## src/rtl/alu_sequencer.sv

```systemverilog
// Single-issue sequencer for the 8-bit ALU: IDLE -> READ -> EXEC -> WRITE, with an 8x8 register file and flags.
// Optional feature macro ALU_SEQ_SHOW_EN enables the SHOWR (11111) register-display opcode.
module alu_sequencer #(
  parameter logic [7:0] REG_RESET_VAL = 8'h00
) (
  input  logic       clock,
  input  logic       reset,
  input  logic       instr_valid,
  output logic       instr_ready,
  input  logic [4:0] instr_op,
  input  logic [2:0] instr_rd,
  input  logic [2:0] instr_rs,
  input  logic [2:0] instr_im,
  output logic [7:0] alu_in1,
  output logic [7:0] alu_in2,
  output logic [2:0] alu_im,
  output logic [4:0] alu_op,
  input  logic [7:0] alu_res,
  input  logic       alu_cf,
  input  logic       alu_zf,
  input  logic       alu_sf,
  input  logic       alu_of,
  output logic [3:0] flags,
  output logic       done,
  output logic       err,
  output logic [7:0] show_data,
  output logic       show_valid
);

  typedef enum logic [1:0] {ST_IDLE = 2'd0, ST_READ = 2'd1, ST_EXEC = 2'd2, ST_WRITE = 2'd3} state_t;
  typedef enum logic [1:0] {CLS_WRF = 2'd0, CLS_WR = 2'd1, CLS_NOWR = 2'd2, CLS_ILL = 2'd3} op_class_t;

  function automatic op_class_t classify(input logic [4:0] op);
    case (op)
      5'b00001, 5'b00010, 5'b00011, 5'b00100, 5'b00101,
      5'b01001, 5'b01010, 5'b01011, 5'b01100, 5'b01101, 5'b01110: classify = CLS_WRF;
      5'b00110, 5'b01000: classify = CLS_WR;
      5'b00000: classify = CLS_NOWR;
`ifdef ALU_SEQ_SHOW_EN
      5'b11111: classify = CLS_NOWR;
`endif
      default: classify = CLS_ILL;
    endcase
  endfunction

  state_t      state_r, state_s;
  op_class_t   cls_s;
  logic [4:0]  op_r;
  logic [2:0]  rd_r, rs_r, im_r;
  logic        ready_r, ready_s;
  logic [7:0]  in1_r, in1_s, in2_r, in2_s;
  logic [2:0]  alu_im_r, alu_im_s;
  logic [4:0]  alu_op_r, alu_op_s;
  logic [7:0]  res_r, res_s;
  logic [3:0]  cap_r, cap_s;
  logic [3:0]  flags_r, flags_s;
  logic        done_r, done_s, err_r, err_s;
  logic        accept_s, wr_en_s;
  logic [7:0]  rf_r [8];
`ifdef ALU_SEQ_SHOW_EN
  logic [7:0]  show_data_r, show_data_s;
  logic        show_valid_r, show_valid_s;
`endif

  assign cls_s = classify(op_r);

  // Next-state and next registered-output values
  always_comb begin
    state_s  = state_r;
    ready_s  = ready_r;
    in1_s    = in1_r;
    in2_s    = in2_r;
    alu_im_s = alu_im_r;
    alu_op_s = alu_op_r;
    res_s    = res_r;
    cap_s    = cap_r;
    flags_s  = flags_r;
    done_s   = done_r;
    err_s    = err_r;
    accept_s = 1'b0;
    wr_en_s  = 1'b0;
`ifdef ALU_SEQ_SHOW_EN
    show_data_s  = show_data_r;
    show_valid_s = show_valid_r;
`endif
    case (state_r)
      ST_IDLE: begin
        if (instr_valid && ready_r) begin
          accept_s = 1'b1;
          ready_s  = 1'b0;
          state_s  = ST_READ;
        end else begin
          state_s  = ST_IDLE;
        end
      end
      ST_READ: begin
        in1_s    = rf_r[rd_r];
        in2_s    = rf_r[rs_r];
        alu_im_s = im_r;
        // Illegal opcodes never reach the ALU
        alu_op_s = (cls_s == CLS_ILL) ? 5'b00000 : op_r;
        state_s  = ST_EXEC;
      end
      ST_EXEC: begin
        res_s   = alu_res;
        cap_s   = {alu_cf, alu_zf, alu_sf, alu_of};
        done_s  = 1'b1;
        err_s   = (cls_s == CLS_ILL);
`ifdef ALU_SEQ_SHOW_EN
        if (op_r == 5'b11111) begin
          show_data_s  = alu_res;
          show_valid_s = 1'b1;
        end else begin
          show_valid_s = 1'b0;
        end
`endif
        state_s = ST_WRITE;
      end
      ST_WRITE: begin
        wr_en_s  = (cls_s == CLS_WRF) || (cls_s == CLS_WR);
        flags_s  = (cls_s == CLS_WRF) ? cap_r : flags_r;
        done_s   = 1'b0;
        err_s    = 1'b0;
        alu_op_s = 5'b00000;
        ready_s  = 1'b1;
`ifdef ALU_SEQ_SHOW_EN
        show_valid_s = 1'b0;
`endif
        state_s  = ST_IDLE;
      end
      default: begin
        state_s  = ST_IDLE;
        ready_s  = 1'b1;
        alu_op_s = 5'b00000;
        done_s   = 1'b0;
        err_s    = 1'b0;
      end
    endcase
  end

  // FSM state, latched instruction fields and registered outputs
  always_ff @(posedge clock) begin
    if (reset) begin
      state_r  <= ST_IDLE;
      op_r     <= 5'b00000;
      rd_r     <= 3'd0;
      rs_r     <= 3'd0;
      im_r     <= 3'd0;
      ready_r  <= 1'b1;
      in1_r    <= 8'h00;
      in2_r    <= 8'h00;
      alu_im_r <= 3'd0;
      alu_op_r <= 5'b00000;
      res_r    <= 8'h00;
      cap_r    <= 4'b0000;
      flags_r  <= 4'b0000;
      done_r   <= 1'b0;
      err_r    <= 1'b0;
`ifdef ALU_SEQ_SHOW_EN
      show_data_r  <= 8'h00;
      show_valid_r <= 1'b0;
`endif
    end else begin
      state_r  <= state_s;
      ready_r  <= ready_s;
      in1_r    <= in1_s;
      in2_r    <= in2_s;
      alu_im_r <= alu_im_s;
      alu_op_r <= alu_op_s;
      res_r    <= res_s;
      cap_r    <= cap_s;
      flags_r  <= flags_s;
      done_r   <= done_s;
      err_r    <= err_s;
`ifdef ALU_SEQ_SHOW_EN
      show_data_r  <= show_data_s;
      show_valid_r <= show_valid_s;
`endif
      if (accept_s) begin
        op_r <= instr_op;
        rd_r <= instr_rd;
        rs_r <= instr_rs;
        im_r <= instr_im;
      end
    end
  end

  // Register file; writeback lands on the WRITE exit edge so the next READ sees it
  always_ff @(posedge clock) begin
    if (reset) begin
      for (int i = 0; i < 8; i++) begin
        rf_r[i] <= REG_RESET_VAL;
      end
    end else if (wr_en_s) begin
      rf_r[rd_r] <= res_r;
    end
  end

  assign instr_ready = ready_r;
  assign alu_in1     = in1_r;
  assign alu_in2     = in2_r;
  assign alu_im      = alu_im_r;
  assign alu_op      = alu_op_r;
  assign flags       = flags_r;
  assign done        = done_r;
  assign err         = err_r;
`ifdef ALU_SEQ_SHOW_EN
  assign show_data   = show_data_r;
  assign show_valid  = show_valid_r;
`else
  assign show_data   = 8'h00;
  assign show_valid  = 1'b0;
`endif

endmodule

```

## config.mk

```make
export PLATFORM = sky130hd
export DESIGN_NAME = alu_sequencer
export DESIGN_NICKNAME = d
export VERILOG_FILES = /design/src/rtl/alu_sequencer.sv
export SDC_FILE = /design/constraint.sdc
export NUM_CORES = 1
export LEC_CHECK = 0
export BUFFER_PORTS_ARGS = -buffer_cell sky130_fd_sc_hd__buf_2
export CAP_MARGIN = 30
export CORE_MARGIN = 3
export CORE_UTILIZATION = 53
export DETAILED_ROUTE_END_ITERATION = 12
export PLACE_DENSITY = 0.73
export SLEW_MARGIN = 0
export SYNTH_ARGS = -nofsm -noshare
export SYNTH_HDL_FRONTEND = slang
export SYNTH_SLANG_ARGS = --single-unit
```

## constraint.sdc

```tcl
create_clock -name clock -period 1.9 [get_ports clock]
set_clock_uncertainty 0.1 [all_clocks]
set_input_delay 0.19 -clock clock [delete_from_list [all_inputs] [get_ports clock]]
set_output_delay 0.19 -clock clock [all_outputs]
set_load 0.01 [all_outputs]
```

==> reports/metrics.cfg <==
[critical_path]
crit_type=reg -> reg
rr_endpoint=rf_r[1][4]
start_kind=flop
crit_fanout=8
r2r_cells=6
crit_required_ps=2030
critPathLaunch=state_r[0]
reg2reg_slack_ps=130
arrival_ps=1890
endpoint_kind=flop
endpoint=rf_r[1][4]
r2r_start=state_r[0]

[layout]
nNetsFinal=637
area_growth_pct=23.8
stdcell_count=752
insertedDiodeCount=0
layout_commonest_cell=and2_1
final_cell_mix=and2_1 (65), edfxtp_1 (64), buf_2 (59)
drive_gt1_frac=0.271
final_util=0.689

[timing]
min_period_over_period=0.930
rsz0062_at_grt=no
setup_violations=0
timing.fmax_ghz=0.566
finalWorstSetupSlack_ps=134
period_needed_ps=1770
drv_slew=0
setup_tns_ps=0
hold_violations=0

[synth]
synth_seq_cells=125
synth_area_um2=5840
yosysWarnings=0
ys_seq_area_frac=0.538
synth_edf_count=64
synth_top_area_frac=0.329
syn-mean-instance-area_um2=11.7
synthFlopType=edfxtp_1
yosys.cell_types.count=45
synth_area_leader_cell=edfxtp_1
synthTopCellsByArea=edfxtp_1 (33%), dfxtp_1 (21%), mux2i_1 (7.2%)
syn_inst=499
synth-async-reset-ratio=0

[floorplan]
io_pins=69
core_area_um2=10500
core.rowCount=37
die_area_um2=12300
dieWidth_um=111
initial_core_util=0.556
die_h_um=111

[pwr]
pwr_density_cell_nw_per_um2=1000
peakVddDrop_uv=787
p_leak_nw=2.78
p_total_w=0.00723

[clock_tree]
cts_tree=yes
cts_sinks=125
cts.htree.levels=4
clockRootBuffer=clkbuf_8
ctsLongestPathBuffers=2
clk_latency_ps=520
clk_pin_slew_ps=60
cts_buffers=17

[placement]
preCtsSetupSlack_ps=45.9
place_inst=691
io_buffers=59
hpwl_mm=10.1
gp_congestion=0.898

[global_route]
antenna_found_initial=0
overflow=0
grt_pass1_vias=4284
grt_max_degree=41
grt_pass1_wl_mm=23.0
grt_usage=0.241

[hold_path]
hold_path.class=in -> reg

[routing]
wl_per_cell_um=19.1
antenna_left=0
viasPerCell=5.72
drt_iter0_drc=463
remaining_drc_errors=0
drt_wl_total_mm=14.3
vias=4302
drtPass1Iterations=6

[status]
outcome=finished clean

[job]
cap_violations=0

-- how the worst min path moves through the flow --
stage	startpoint	end	depth (start not counted)
floorplan	instr_im[0]	im_r[0]	2
global placement	alu_res[4]	res_r[4]	3
detailed placement	alu_res[1]	res_r[1]	3
CTS	reset	flags[3]	3
global route	reset	res_r[7]	3
finish	reset	alu_im[0]	3
-- sequential cells by signal, indices dropped and copies added, names as in the netlist, named ones only --
register,cells
rf_r,64
rd_r,3
im_r,3
alu_op,5
done,1
flags,4
alu_in1,8
cap_r,4
op_r,5
rs_r,3
instr_ready,1
state_r,2
err,1
res_r,8
alu_im,3
alu_in2,8
-- Yosys cell counts, types with 2 or more instances --
master	instances
a21oi_1	19
a221o_1	4
a22oi_1	4
and2_1	65
buf_2	9
buf_4	11
buf_6	3
clkbuf_1	12
dfxtp_1	61
edfxtp_1	64
ha_1	5
inv_1	4
mux2_2	7
mux2i_1	42
mux4_2	16
nand2_1	39
nand2b_1	12
nand3_1	3
nor2_1	40
nor2_4	6
nor2b_1	4
nor3_1	12
nor3_4	2
nor4_1	3
o221ai_1	4
o22ai_1	20
or2_2	10
-- per-layer routing --
layer  vias up  track usage  share of wire
met5         -            0              0
met4         0        0.109          0.034
met3        34       0.0666          0.073
met2       205        0.369           0.46
met1      2078        0.323           0.44
li1       1985            -              -
-- layout make-up --
| type | instances | area (um2) |
|---|---|---|
| clock inverters | 13 | 150 |
| inverters | 5 | 18.8 |
| repair buffers | 113 | 793 |
| multi-input cells | 341 | 2500 |
| well taps | 136 | 170 |
| flip-flops and latches | 125 | 3150 |
| fillers | 734 | 3270 |
| clock buffers | 19 | 453 |
-- critical path, stage by stage (launching register included) --
cell and delay [ps]:
dfxtp_2 340, ha_1 170, nor4b_4 190, buf_4 190, nand2_4 110, nor3_4 170
or2_4 220
-- where the power goes --
| part | leakage [nW] | internal, W | switching (W) |
|---|---|---|---|
| registers | 1.16 | 0.00298 | 0.000149 |
| logic | 1.33 | 0.000395 | 0.000452 |
| clock network | 0.291 | 0.00200 | 0.00125 |
| total | 2.78 | 0.00538 | 0.00186 |
-- cell families after synthesis --
kind of cell / Yosys count / share of synthesized area
adder cells (fa/ha/maj): 5 / 0.0107
AND/OR/NAND/NOR: 203 / 0.196
AO/OA/AOI/OAI: 58 / 0.0651
buffers and inverters: 41 / 0.0411
other: 1 / 0.000642
multiplexers: 66 / 0.149
flip-flops: 125 / 0.538
-- through the flow --
step / hold slack, ps / cell area [um2]
finish: 140 / 7240
global route: 134 / 7240
CTS: 115 / 7210
detailed placement: 335 / 6330
global placement: 324 / 6330
floorplan: 226 / 5870
-- timing repair --
action	4_1_cts	5_1_grt
setup buffers	0	2
setup endpoints to repair	0	44
gates resized for setup	0	7
hold buffers	27	0
endpoints found under the hold margin	28	0
Note: power is estimated with default switching activity, not from simulation.
